File: src/rtl/pim_cfu_pkg.sv
// Shared definitions for the PIM CFU command/response protocol.
// Function-id encoding and issuer FSM states.
package pim_cfu_pkg;

  localparam logic [1:0] FN_READ    = 2'b00;
  localparam logic [1:0] FN_WRITE   = 2'b01;
  localparam int         FN_MAC_BIT = 1;

  typedef enum logic [1:0] {
    ST_IDLE = 2'd0,
    ST_CMD  = 2'd1,
    ST_RSP  = 2'd2,
    ST_OUT  = 2'd3
  } state_e;

  function automatic logic fn_is_mac(input logic [1:0] fn);
    return fn[FN_MAC_BIT];
  endfunction

endpackage

File: src/rtl/pim_cfu_cmd_issuer_if.sv
// CFU-side cmd/rsp bus of the PIM CFU protocol.
// master = command issuer, slave = cfu responder.
interface pim_cfu_cmd_issuer_if #(
  parameter int AWIDTH = 10,
  parameter int PWIDTH = 32,
  parameter int DWIDTH = 32
);
  logic              cmd_valid;
  logic              cmd_ready;
  logic [AWIDTH-1:0] cmd_payload_function_id;
  logic [PWIDTH-1:0] cmd_payload_inputs_0;
  logic [PWIDTH-1:0] cmd_payload_inputs_1;
  logic              rsp_valid;
  logic              rsp_ready;
  logic              rsp_payload_response_ok;
  logic [DWIDTH-1:0] rsp_payload_outputs_0;

  modport master (
    output cmd_valid, cmd_payload_function_id,
    output cmd_payload_inputs_0, cmd_payload_inputs_1,
    output rsp_ready,
    input  cmd_ready, rsp_valid,
    input  rsp_payload_response_ok, rsp_payload_outputs_0
  );

  modport slave (
    input  cmd_valid, cmd_payload_function_id,
    input  cmd_payload_inputs_0, cmd_payload_inputs_1,
    input  rsp_ready,
    output cmd_ready, rsp_valid,
    output rsp_payload_response_ok, rsp_payload_outputs_0
  );
endinterface

File: src/rtl/pim_cmd_fifo.sv
// Synchronous command FIFO, power-of-two depth.
// full/empty come straight from the pointer registers.
module pim_cmd_fifo #(
  parameter int W     = 74,
  parameter int DEPTH = 4
) (
  input  logic         clk,
  input  logic         reset,
  input  logic         push,
  input  logic         pop,
  input  logic [W-1:0] wdata,
  output logic [W-1:0] rdata,
  output logic         full,
  output logic         empty
);
  localparam int PW = $clog2(DEPTH);

  logic [W-1:0] mem_q [DEPTH];
  logic [PW:0]  wptr_q, wptr_d;
  logic [PW:0]  rptr_q, rptr_d;
  logic         do_push, do_pop;

  assign empty   = (wptr_q == rptr_q);
  assign full    = (wptr_q[PW] != rptr_q[PW]) &&
                   (wptr_q[PW-1:0] == rptr_q[PW-1:0]);
  assign do_push = push && !full;
  assign do_pop  = pop && !empty;
  assign rdata   = mem_q[rptr_q[PW-1:0]];

  // Advance pointers on accepted push/pop.
  always_comb begin
    wptr_d = wptr_q;
    rptr_d = rptr_q;
    if (do_push) wptr_d = wptr_q + (PW+1)'(1);
    if (do_pop)  rptr_d = rptr_q + (PW+1)'(1);
  end

  // Pointer registers.
  always_ff @(posedge clk) begin
    if (reset) begin
      wptr_q <= '0;
      rptr_q <= '0;
    end else begin
      wptr_q <= wptr_d;
      rptr_q <= rptr_d;
    end
  end

  // Storage; contents are don't-care until written.
  always_ff @(posedge clk) begin
    if (do_push) mem_q[wptr_q[PW-1:0]] <= wdata;
  end

endmodule

File: src/rtl/pim_cfu_cmd_issuer.sv
// PIM CFU command issuer: queues host commands and
// runs one cmd/rsp exchange at a time with timeout.
import pim_cfu_pkg::*;

module pim_cfu_cmd_issuer #(
  parameter int DWIDTH  = 32,
  parameter int AWIDTH  = 10,
  parameter int PWIDTH  = 32,
  parameter int QDEPTH  = 4,
  parameter int TIMEOUT = 64
) (
  input  logic                 clk,
  input  logic                 reset,
  input  logic                 q_valid,
  output logic                 q_ready,
  input  logic [AWIDTH-1:0]    q_func,
  input  logic [PWIDTH-1:0]    q_in0,
  input  logic [PWIDTH-1:0]    q_in1,
  pim_cfu_cmd_issuer_if.master cfu,
  output logic                 res_valid,
  input  logic                 res_ready,
  output logic [DWIDTH-1:0]    res_data,
  output logic                 res_err,
  output logic                 busy,
  output logic [15:0]          mac_cnt
);
  localparam int FW = AWIDTH + 2 * PWIDTH;
  localparam int TW = (TIMEOUT > 0) ? $clog2(TIMEOUT + 1) : 1;

  state_e            state_q, state_d;
  logic [AWIDTH-1:0] func_q, func_d;
  logic [PWIDTH-1:0] in0_q, in0_d;
  logic [PWIDTH-1:0] in1_q, in1_d;
  logic [DWIDTH-1:0] data_q, data_d;
  logic              err_q, err_d;
  logic [TW-1:0]     tmo_q, tmo_d;
  logic [15:0]       mac_q, mac_d;

  logic          pop, full, empty, tmo_hit;
  logic [FW-1:0] fifo_rdata;

  pim_cmd_fifo #(
    .W     (FW),
    .DEPTH (QDEPTH)
  ) u_fifo (
    .clk   (clk),
    .reset (reset),
    .push  (q_valid),
    .pop   (pop),
    .wdata ({q_func, q_in0, q_in1}),
    .rdata (fifo_rdata),
    .full  (full),
    .empty (empty)
  );

  // Counter sits at TIMEOUT at most, so a late cmd
  // handshake still times out in RSP next cycle.
  assign tmo_hit = (TIMEOUT != 0) &&
                   (int'(tmo_q) >= TIMEOUT - 1);

  // Next-state, payload, result and counter logic.
  always_comb begin
    state_d = state_q;
    func_d  = func_q;
    in0_d   = in0_q;
    in1_d   = in1_q;
    data_d  = data_q;
    err_d   = err_q;
    tmo_d   = tmo_q;
    mac_d   = mac_q;
    pop     = 1'b0;
    if ((state_q == ST_CMD || state_q == ST_RSP) &&
        int'(tmo_q) < TIMEOUT)
      tmo_d = tmo_q + TW'(1);
    unique case (state_q)
      ST_IDLE: begin
        if (!empty) begin
          pop = 1'b1;
          {func_d, in0_d, in1_d} = fifo_rdata;
          tmo_d   = '0;
          state_d = ST_CMD;
        end
      end
      ST_CMD: begin
        if (cfu.cmd_ready && cfu.rsp_valid) begin
          data_d  = cfu.rsp_payload_outputs_0;
          err_d   = !cfu.rsp_payload_response_ok;
          state_d = ST_OUT;
        end else if (cfu.cmd_ready) begin
          state_d = ST_RSP;
        end else if (tmo_hit) begin
          data_d  = '0;
          err_d   = 1'b1;
          state_d = ST_OUT;
        end
      end
      ST_RSP: begin
        if (cfu.rsp_valid) begin
          data_d  = cfu.rsp_payload_outputs_0;
          err_d   = !cfu.rsp_payload_response_ok;
          state_d = ST_OUT;
        end else if (tmo_hit) begin
          data_d  = '0;
          err_d   = 1'b1;
          state_d = ST_OUT;
        end
      end
      ST_OUT: begin
        if (res_ready) begin
          state_d = ST_IDLE;
          if (fn_is_mac(func_q[1:0]) && !err_q)
            mac_d = mac_q + 16'd1;
        end
      end
      default: state_d = ST_IDLE;
    endcase
  end

  // State and datapath registers.
  always_ff @(posedge clk) begin
    if (reset) begin
      state_q <= ST_IDLE;
      func_q  <= '0;
      in0_q   <= '0;
      in1_q   <= '0;
      data_q  <= '0;
      err_q   <= 1'b0;
      tmo_q   <= '0;
      mac_q   <= '0;
    end else begin
      state_q <= state_d;
      func_q  <= func_d;
      in0_q   <= in0_d;
      in1_q   <= in1_d;
      data_q  <= data_d;
      err_q   <= err_d;
      tmo_q   <= tmo_d;
      mac_q   <= mac_d;
    end
  end

  assign q_ready   = !full;
  assign res_valid = (state_q == ST_OUT);
  assign res_data  = data_q;
  assign res_err   = err_q;
  assign busy      = (state_q != ST_IDLE) || !empty;
  assign mac_cnt   = mac_q;

  assign cfu.cmd_valid = (state_q == ST_CMD);
  assign cfu.rsp_ready = (state_q == ST_CMD) ||
                         (state_q == ST_RSP);
  assign cfu.cmd_payload_function_id = func_q;
  assign cfu.cmd_payload_inputs_0    = in0_q;
  assign cfu.cmd_payload_inputs_1    = in1_q;

endmodule

File: src/flat_wrapper.sv
// flat-port wrapper written by rule: the top's interface ports become plain ports
module pim_cfu_cmd_issuer_flat 
#(
  parameter int DWIDTH  = 32,
  parameter int AWIDTH  = 10,
  parameter int PWIDTH  = 32,
  parameter int QDEPTH  = 4,
  parameter int TIMEOUT = 64
)
  (clk, reset, q_valid, q_ready, q_func, q_in0, q_in1, res_valid, res_ready, res_data, res_err, busy, mac_cnt, cfu_cmd_valid, cfu_cmd_payload_function_id, cfu_cmd_payload_inputs_0, cfu_cmd_payload_inputs_1, cfu_rsp_ready, cfu_cmd_ready, cfu_rsp_valid, cfu_rsp_payload_response_ok, cfu_rsp_payload_outputs_0);
  pim_cfu_cmd_issuer_if #(.AWIDTH(AWIDTH), .PWIDTH(PWIDTH), .DWIDTH(DWIDTH)) cfu_i ();
  input  logic clk;
  input  logic reset;
  input  logic q_valid;
  output logic q_ready;
  input  logic [AWIDTH-1:0] q_func;
  input  logic [PWIDTH-1:0] q_in0;
  input  logic [PWIDTH-1:0] q_in1;
  output logic res_valid;
  input  logic res_ready;
  output logic [DWIDTH-1:0] res_data;
  output logic res_err;
  output logic busy;
  output logic [15:0] mac_cnt;
  output wire logic [$bits(cfu_i.cmd_valid)-1:0] cfu_cmd_valid;
  output wire logic [$bits(cfu_i.cmd_payload_function_id)-1:0] cfu_cmd_payload_function_id;
  output wire logic [$bits(cfu_i.cmd_payload_inputs_0)-1:0] cfu_cmd_payload_inputs_0;
  output wire logic [$bits(cfu_i.cmd_payload_inputs_1)-1:0] cfu_cmd_payload_inputs_1;
  output wire logic [$bits(cfu_i.rsp_ready)-1:0] cfu_rsp_ready;
  input wire logic [$bits(cfu_i.cmd_ready)-1:0] cfu_cmd_ready;
  input wire logic [$bits(cfu_i.rsp_valid)-1:0] cfu_rsp_valid;
  input wire logic [$bits(cfu_i.rsp_payload_response_ok)-1:0] cfu_rsp_payload_response_ok;
  input wire logic [$bits(cfu_i.rsp_payload_outputs_0)-1:0] cfu_rsp_payload_outputs_0;
  assign cfu_cmd_valid = cfu_i.cmd_valid;
  assign cfu_cmd_payload_function_id = cfu_i.cmd_payload_function_id;
  assign cfu_cmd_payload_inputs_0 = cfu_i.cmd_payload_inputs_0;
  assign cfu_cmd_payload_inputs_1 = cfu_i.cmd_payload_inputs_1;
  assign cfu_rsp_ready = cfu_i.rsp_ready;
  assign cfu_i.cmd_ready = cfu_cmd_ready;
  assign cfu_i.rsp_valid = cfu_rsp_valid;
  assign cfu_i.rsp_payload_response_ok = cfu_rsp_payload_response_ok;
  assign cfu_i.rsp_payload_outputs_0 = cfu_rsp_payload_outputs_0;
  pim_cfu_cmd_issuer #(.DWIDTH(DWIDTH), .AWIDTH(AWIDTH), .PWIDTH(PWIDTH), .QDEPTH(QDEPTH), .TIMEOUT(TIMEOUT)) u_core (.clk(clk), .reset(reset), .q_valid(q_valid), .q_ready(q_ready), .q_func(q_func), .q_in0(q_in0), .q_in1(q_in1), .cfu(cfu_i), .res_valid(res_valid), .res_ready(res_ready), .res_data(res_data), .res_err(res_err), .busy(busy), .mac_cnt(mac_cnt));
endmodule
File: config.mk
export PLATFORM = sky130hd
export DESIGN_NAME = pim_cfu_cmd_issuer_flat
export DESIGN_NICKNAME = d
export VERILOG_FILES = /design/src/rtl/pim_cfu_pkg.sv /design/src/rtl/pim_cfu_cmd_issuer_if.sv /design/src/rtl/pim_cmd_fifo.sv /design/src/rtl/pim_cfu_cmd_issuer.sv /design/src/flat_wrapper.sv
export SDC_FILE = /design/constraint.sdc
export NUM_CORES = 1
export LEC_CHECK = 0
export ABC_AREA = 1
export BUFFER_PORTS_ARGS = -buffer_cell sky130_fd_sc_hd__buf_2
export CORE_UTILIZATION = 55
export CTS_BUF_LIST = sky130_fd_sc_hd__clkbuf_4 sky130_fd_sc_hd__clkbuf_8 sky130_fd_sc_hd__clkbuf_16
export CTS_CLUSTER_SIZE = 24
export DETAILED_ROUTE_END_ITERATION = 8
export PLACE_DENSITY_LB_ADDON = 0.12
export SYNTH_ARGS = -nofsm -noshare
export SYNTH_HDL_FRONTEND = slang
export SYNTH_SLANG_ARGS = --single-unit
File: constraint.sdc
create_clock -name clk -period 9.06 [get_ports clk]
set_input_delay 1.812 -clock clk [delete_from_list [all_inputs] [get_ports clk]]
set_output_delay 1.812 -clock clk [all_outputs]
set_load 0.02 [all_outputs]
After elaboration in Yosys (flattened, before gate mapping) --
Memories as Yosys holds them, arrays and structs flattened. A register that Yosys moved wholly into a read port is not among the register bits. Cells that the tools add are included.
Storage, ports and cells: bits in registers 64, memory bits (writable) 296, input bits 113, output and inout bits 128, word-level logic and storage cells 67, memories kept 1
Cells by class: $add $sub $neg 4, order comparisons 2, eq/ne operators 9, mux-type cells 24, bitwise operators 1, reductions and logical operators 19
Memories:
- u_core.u_fifo.mem_q | depth 4, width 74, rd ports 1, clocked after memory_dff 1, wr ports 1, line pim_cmd_fifo.sv:18 | logic [W-1:0] mem_q [DEPTH];
Operators with widths (count):
- 2-to-1 mux 32 bit | 4
- one-hot mux 32 bit (2 select lines) | 1
- 2-to-1 mux 7 bit | 3
- adder 16 x 1 -> 16 bit, second input constant | 1
- 2-to-1 mux 2 bit | 6
- 2-to-1 mux 1 bit | 8
- one-hot mux 2 bit (4 select lines) | 1
- adder 7 x 1 -> 7 bit, second input constant | 1
- greater-or-equal comparator 7 x 6 -> 1 bit, second input constant | 1
- < comparator 7 bit, second input constant | 1
- adder 3 x 1 -> 3 bit, second input constant | 2
- logical AND 1 bit | 6
- AND reduction 2 bit | 3
- equality test 2 bit, second input constant | 2
- zero test 1 bit | 4
- nonzero test 2 bit | 2
- equality test 3 bit | 1
- != test 3 x 2 -> 1 bit, second input constant | 1
- AND reduction 3 bit | 1
- equality test 2 x 1 -> 1 bit, second input constant | 1
- equality test 2 bit | 1
- zero test 2 bit | 1
- logical OR 1 bit | 2
- != test 2 x 1 -> 1 bit, second input constant | 1
- other kinds (4) | 4

Logic depth before layout (Yosys ltp) --
Gate-level depths: netlist (run 1).
depth in word-level cells 6, gate-level depth with buffers 11, gate-level depth less buffers 10

Hierarchy --
A second synthesis (run 1) with hierarchy kept.
Second synthesis, totals: cells, all modules 1476, area total of the unflattened synthesis 16701.0 sq um
By module, submodules not included:
- pim_cmd_fifo | instances 1, cells an instance 792, area an instance 11439.7 sq um, seq. area each 9048.7 sq um
- pim_cfu_cmd_issuer | instances 1, cells an instance 684, area an instance 5261.3 sq um, seq. area each 2642.5 sq um

Worst setup path before layout (run 1) --
Ideal clock, no wire load.
path kind input-to-reg, from input q_valid, to memory u_core.u_fifo.mem_q[3][0], enable pin, library setup time 0.508 ns, arrival 5.104 ns, data required time 8.552 ns, slack 3.447 ns, stages on the path 2, buffers on the path 0, cells stage by stage nand2_1 > nor2_1
Between the ends: longest elaborated chain between the ends 3
Ends and longest elaborated chain:
- start: declaration | line flat_wrapper.sv:14 | input logic q_valid;
- logical AND 1 bit | line pim_cmd_fifo.sv:26 | assign do_push = push && !full;
- 2-to-1 mux 1 bit | line pim_cmd_fifo.sv:51 | if (do_push) mem_q[wptr_q[PW-1:0]] <= wdata;
- 2-to-1 mux 1 bit (not written as such) | line pim_cmd_fifo.sv:51
- end: declaration | line pim_cmd_fifo.sv:18
Every way passes these cells.

Final worst setup path (run 1) --
from register u_core.u_fifo.rptr_q[0], to output busy
Between the ends: longest elaborated chain between the ends 3
Ends and longest elaborated chain:
- start: declaration | line pim_cmd_fifo.sv:20 | logic [PW:0] rptr_q, rptr_d;
- start signal: assignment | line pim_cmd_fifo.sv:45 | rptr_q <= rptr_d;
- equality test 3 bit | line pim_cmd_fifo.sv:23 | assign empty = (wptr_q == rptr_q);
- zero test 1 bit
- logical OR 1 bit | line pim_cfu_cmd_issuer.sv:146 | assign busy = (state_q != ST_IDLE) || !empty;
- end: declaration | line flat_wrapper.sv:23 | output logic busy;
Every way passes these cells.

==> results.tsv, run 1 <==
stage	metric	value	unit
run_status	outcome	finished, final reports clean	
global_route	grt_pass1_vias	12500	
pwr	vdd_drop_max	234	uV
drt	first_pass_iters	5	
sta	fin_skew	0.0124	ns
die	core_area	31700	um^2
logic_synthesis	synth-seq-cells	434	
die	die_y	182	um
critical_path	path_class	flop to output port	
logic_synthesis	syn_inst	1794	
cts	cts_setup_buffers	0	
cts	cts-root-buf	clkbuf_16	
layout	area_growth_syn_to_layout	15.8	%
sta	tightest_slew	1.14	ns
sta	rsz0062_at_grt	no	
logic_synthesis	syn_area	17800	um^2
drt	wl_per_cell	17.0	um
logic_synthesis	synth_largest_area_cell	edfxtp_1	
place	dpl.hpwl	22900	um
cts	clk_pin_slew	0.06	ns
layout	final_nets	2109	
logic_synthesis	ys_warn_count	0	
sta	fin_tns_setup	0	ns
cts	hold_buffers	0	
logic_synthesis	avgSynthCellArea	9.93	um^2
die	floorplan.rows	65	
global_route	gr-total-overflow	0	
cts	htreeDepth	2	
sta	hold_viol_final	0	
sta	fmax	0.239	GHz
drt	vias	13300	
sta	timing.final.crit_period	4.19	ns
layout	instances_no_fill	2426	
sta	slew_headroom	0.238	
cts	clock_tree.buffer_depth	3	
drt	ant_nets	0	
critical_path	worst_ep_arrival_time	2.38	ns
global_route	grt_pass1_wl	65000	um
flow_run	max_cap_violations	0	
drt	vias_per_cell	5.49	
pwr	power_leakage	0.00842	uW
drt	drt_iter0_drc	1221	
logic_synthesis	synth.top_cell.area_share	0.499	
global_route	grt_usage	0.248	
critical_path	cp_cell_sequence	inv_4 > nand2_1 > nand2_1 > nand4_1 > buf_2	
critical_path	cp_max_fo	70	
critical_path	cp_slowest_cell	dfxtp_4	
logic_synthesis	synth_nets	1920	
logic_synthesis	async_reset_ff_frac	0	
pwr	fin_total_pwr	6340	uW
place	portBuffers	240	
cts	cts-resized-gates	0	
sta	fin_crit_sh	0.463	
logic_synthesis	synth.distinct_cells	34	
die	start_util	0.562	
cts	numCtsBuffers	44	
critical_path	crit_top_cell	nand2_1	
cts	insertion_delay	0.54	ns
global_route	grt_max_degree	95	
critical_path	slowest_delay	0.84	ns
die	pin_count	241	
drt	routed_wl	41400	um
critical_path	start_kind	flop	
critical_path	end_kind	output port	
place	gp_congestion	0.833	
die	die_area	33100	um^2
layout	drive_gt1_frac	0.174	
logic_synthesis	netlist_top_cells_area	edfxtp_1 50%, dfxtp_1 16%, nor2_1 8.4%, o21ai_0 5.8%, nand2_1 4.8%	
logic_synthesis	seq_area_frac_synth	0.654	
pwr	power.density	307	nW/um^2
drt	drc	0	
cts	cts.sinks	434	
critical_path	cp.required	7.25	ns
place	dp_cells	2339	
min_path	min_path_type	flop to flop	
logic_synthesis	synth_edf_count	296	
logic_synthesis	ys.flop_type	edfxtp_1	
sta	drv_slew	0	
sta	setup_viol	0	
die	fp.dieW	182	um
cts	cts_tree	built	
global_route	antenna_found_initial	8	
[state kept, by name, summed over array words and instances (netlist names)]
register and cells:
u_core.cfu.cmd_payload_function_id 10, u_core.cfu.cmd_payload_inputs_0 32, u_core.cfu.cmd_payload_inputs_1 32, u_core.mac_cnt 16, u_core.res_data 32, u_core.res_err 1
u_core.state_q 2, u_core.tmo_q 7, u_core.u_fifo.mem_q 296, u_core.u_fifo.rptr_q 3, u_core.u_fifo.wptr_q 3
[worst paths after layout]
check	start	endpoint	slack, ns	depth (start not counted)
worst max-delay path	u_core.u_fifo.rptr_q[0]$_SDFFE_PP0P_	busy	4.87	5
worst min-delay path	u_core.cfu.cmd_payload_function_id[9]$_SDFFE_PP0P_	u_core.cfu.cmd_payload_function_id[9]$_SDFFE_PP0P_	0.47	2
worst max register to register	u_core.u_fifo.rptr_q[0]$_SDFFE_PP0P_	u_core.u_fifo.mem_q[1][56]$_DFFE_PP_	5.07	7
worst min register to register	u_core.cfu.cmd_payload_function_id[9]$_SDFFE_PP0P_	u_core.cfu.cmd_payload_function_id[9]$_SDFFE_PP0P_	0.47	2
[where the power goes]
group | internal, uW | total [uW] | switching [uW]
combinational | 589 | 1920 | 1340
sequential | 2410 | 2590 | 181
clock | 1100 | 1830 | 725
[through the flow]
step / utilization / hold WS, ns / worst slack (ns) / instance area, um^2
after floorplan: - / 0.451 / 3.45 / 17800
after global placement: 0.603 / 0.459 / 4.80 / 19100
after detailed placement: 0.603 / 0.466 / 4.79 / 19100
after CTS: 0.650 / 0.480 / 4.86 / 20600
after global routing: 0.650 / 0.497 / 4.72 / 20600
final: 0.651 / 0.474 / 4.87 / 20600
[kinds of logic (layout without fill, tap and decap cells)]
family / Yosys count / count (layout) / share of synthesized area
compound gates: 390 / 390 / 0.115
simple gates: 729 / 729 / 0.165
fa+ha+maj: 13 / 13 / 0.00913
other cells: 0 / 6 / 0
flops: 434 / 434 / 0.654
xor+xnor: 8 / 8 / 0.00393
buf+inv: 220 / 444 / 0.0535
[final cells by class]
| class | count | area, um^2 |
|---|---|---|
| Sequential cell | 434 | 11700 |
| Fill cell | 2578 | 11100 |
| Multi-Input combinational cell | 1140 | 5250 |
| Clock buffer | 65 | 1320 |
| Timing Repair Buffer | 254 | 1310 |
| Tap cell | 402 | 503 |
| Inverter | 109 | 414 |
| Clock inverter | 16 | 173 |
| Antenna cell | 6 | 15.0 |
[cell usage in the layout (no fill, tap or decap), types with 6 or more instances in the layout]
master     Yosys  layout
clkbuf_16      0      45
buf_4          6      14
nand2_1      228     228
ha_1          13      13
dfxtp_1      138     136
clkbuf_4       0      13
clkbuf_8       0       7
nor2_1       401     397
o21ai_0      208     208
nand3_1       74      74
xor2_1         6       6
o22ai_1       74      74
edfxtp_1     296     296
diode_2        0       6
a21oi_1       82      82
o21ai_1       25      25
nand4_1        8       8
clkinv_1       1       6
inv_1        103     101
buf_2         31     240
[critical path, delay by kind of cell, from the launching register on]
family,cells,cell delay (ns)
buffers and inverters,2,0.60
flip-flops,1,0.84
AND/OR/NAND/NOR,3,0.39
[Yosys cell counts, types with 2 or more instances]
cell type and number:
inv_1 103, nand3b_1 3, buf_2 31, nor2_1 401, a21oi_1 82, o22ai_1 74, nor3_1 4, nand4_1 8
edfxtp_1 296, clkbuf_1 63, o21ai_0 208, xnor2_1 2, buf_6 8, inv_2 4, nand3_1 74, buf_4 6
clkbuf_2 3, dfxtp_1 138, xor2_1 6, ha_1 13, nor2_2 2, nand2_1 228, nand3_2 2, o21ai_1 25
[routing by layer]
metal | GRT usage | vias to the layer above | routed length, um
met4 | 0.0753 | 4 | 945
met5 | 0 | - | 23
li1 | - | 6500 | -
met2 | 0.418 | 436 | 19600
met1 | 0.326 | 6296 | 17800
met3 | 0.0487 | 73 | 2930
Note: power is estimated with default switching activity, not from simulation.
==> run 2, diff against run 1 <==
Settings changed: CORE_UTILIZATION 55 to 52.
Clock period 9.06 ns to 3.5 ns, I/O delays scaled along.
==> results.tsv, run 2 (same netlist as run 1, synthesis figures left out) <==
stage	metric	value	unit	change
critical_path	timing.rr.start	u_core.u_fifo.rptr_q[0]$_SDFFE_PP0P_		
die	start_util	0.530		-0.0317
critical_path	start_kind	flop		
pwr	power_leakage	0.00852	uW	+1.2%
pwr	vdd_drop_max	450	uV	+93%
sta	fin_skew	0.0198	ns	+0.00734 ns
cts	cts_setup_buffers	0		unchanged
layout	largest_reg_flops	296		unchanged
min_path	hp-start	q_in1[27]		
drt	wl_per_cell	17.2	um	+0.97%
cts	insertion_delay	0.57	ns	+0.03 ns
pwr	power.density	790	nW/um^2	+160%
die	fp.dieW	187	um	+2.8%
sta	timing.final.crit_period	2.54	ns	
global_route	grt_pass1_wl	67100	um	+3.2%
global_route	gr-total-overflow	0		unchanged
drt	routed_wl	42900	um	+3.8%
sta	slew_headroom	0.239		+0.00126
layout	area_growth_syn_to_layout	17.1	%	
critical_path	end_kind	flop		
critical_path	worst_ep_arrival_time	3.03	ns	+0.65 ns
critical_path	cp.required	3.99	ns	-3.26 ns
global_route	grt_usage	0.241		-0.00684
layout	final_nets	2129		+0.95%
die	pin_count	241		unchanged
drt	ant_nets	0		unchanged
cts	hold_buffers	0		unchanged
layout	drive_gt1_frac	0.181		+0.00645
cts	cts-resized-gates	0		unchanged
cts	cts.sinks	434		unchanged
die	core_area	33600	um^2	+6.0%
die	floorplan.rows	67		+3.1%
sta	fmax	0.394	GHz	
sta	tightest_slew	1.14	ns	-0.000630 ns
critical_path	r2r_setup_slack	0.96	ns	-4.11 ns
critical_path	cp-startpoint	u_core.u_fifo.rptr_q[0]$_SDFFE_PP0P_		
sta	drv_slew	0		unchanged
drt	vias	13400		+0.98%
critical_path	path_class	flop to flop		
place	portBuffers	240		unchanged
cts	numCtsBuffers	45		+2.3%
layout	final_common_cell	nor2_1		
cts	htreeDepth	2		unchanged
sta	fin_tns_setup	0	ns	unchanged
cts	cts-root-buf	clkbuf_16		
sta	fin_crit_sh	0.725		
sta	setup_viol	0		unchanged
global_route	grt_pass1_vias	12700		+1.9%
layout	layout_common_cells	397 x nor2_1, 296 x edfxtp_1, 240 x buf_2, 228 x nand2_1, 208 x o21ai_0		
die	die_y	187	um	+2.8%
cts	cts_tree	built		
sta	hold_viol_final	0		unchanged
run_status	outcome	finished, final reports clean		
drt	vias_per_cell	5.39		-1.7%
place	dpl_cell_area	19400	um^2	+1.4%
place	gp_congestion	0.827		-0.71%
global_route	antenna_found_initial	6		-2
sta	rsz0062_at_grt	no		
min_path	min_path_type	input pin to flop		
place	dpl.hpwl	24400	um	+6.9%
critical_path	cp_max_fo	71		+1.4%
die	die_area	35000	um^2	+5.7%
cts	clock_tree.buffer_depth	3		unchanged
cts	clk_pin_slew	0.06	ns	about the same
drt	drc	0		unchanged
drt	first_pass_iters	6		+1
flow_run	max_cap_violations	0		unchanged
drt	drt_iter0_drc	961		-21%
layout	fin_area	20900	um^2	+1.1%
global_route	grt_max_degree	107		+13%
==> run 2: cell types whose count changed in the layout (fill, tap and decap cells not counted), sizes merged, moves of 2 or more <==
cell      delta
buf         +19
inv          +2
clkinvlp     -3
clkinv       +4
==> run 2: path summary, 6_finish.rpt <==
check	endpoint	cells after the start
max	u_core.cfu.cmd_payload_inputs_1[14]$_SDFFE_PP0P_	6
min	u_core.u_fifo.mem_q[0][27]$_DFFE_PP_	1
max reg2reg	u_core.cfu.cmd_payload_inputs_1[14]$_SDFFE_PP0P_	6
min reg2reg	u_core.cfu.cmd_payload_inputs_0[24]$_SDFFE_PP0P_	2
==> run 2: routing by layer <==
layer / routed length, um / share of wire / GRT usage
met3: 2940 / 0.069 / 0.0507
met2: 20500 / 0.48 / 0.401
met5: 8 / 0.00019 / 0
met1: 18500 / 0.43 / 0.319
met4: 963 / 0.022 / 0.0738
==> run 2: power breakdown <==
part           switching [uW]  internal (uW)  total [uW]
combinational            3540           1600        5140
clock                    1940           2750        4690
sequential                430           6230        6660
total                    5910          10600       16500
==> run 2: critical path, stage by stage (launching register included) <==
cell	delay [ns]
dfxtp_4	0.52
buf_4	0.66
buf_4	0.61
o21ai_0	0.21
o22ai_1	0.20
o21ai_0	0.10
nor2_1	0.12
==> run 2: per-stage QoR <==
stage / power (uW) / std cells / setup slack, ns / hold slack (ns) / util
after floorplan: 10400 / 1794 / -1.21 / 0.451 / -
after global placement: 11800 / 2404 / 1.05 / 0.459 / 0.577
after detailed placement: 11900 / 2404 / 1.00 / 0.465 / 0.577
after CTS: 16600 / 2488 / 0.973 / 0.316 / 0.621
after global routing: 17500 / 2489 / 0.742 / 0.328 / 0.621
final: 16500 / 2493 / 0.962 / 0.343 / 0.621
==> run 2: final cells by class <==
class                   instances  area (um^2)
well taps                     448          561
diodes                          5         12.5
clock inverters                18          151
fillers                      2759        12700
repair buffers                273         1520
flip-flops and latches        434        11700
clock buffers                  66         1310
inverters                     109          414
multi-input cells            1140         5250
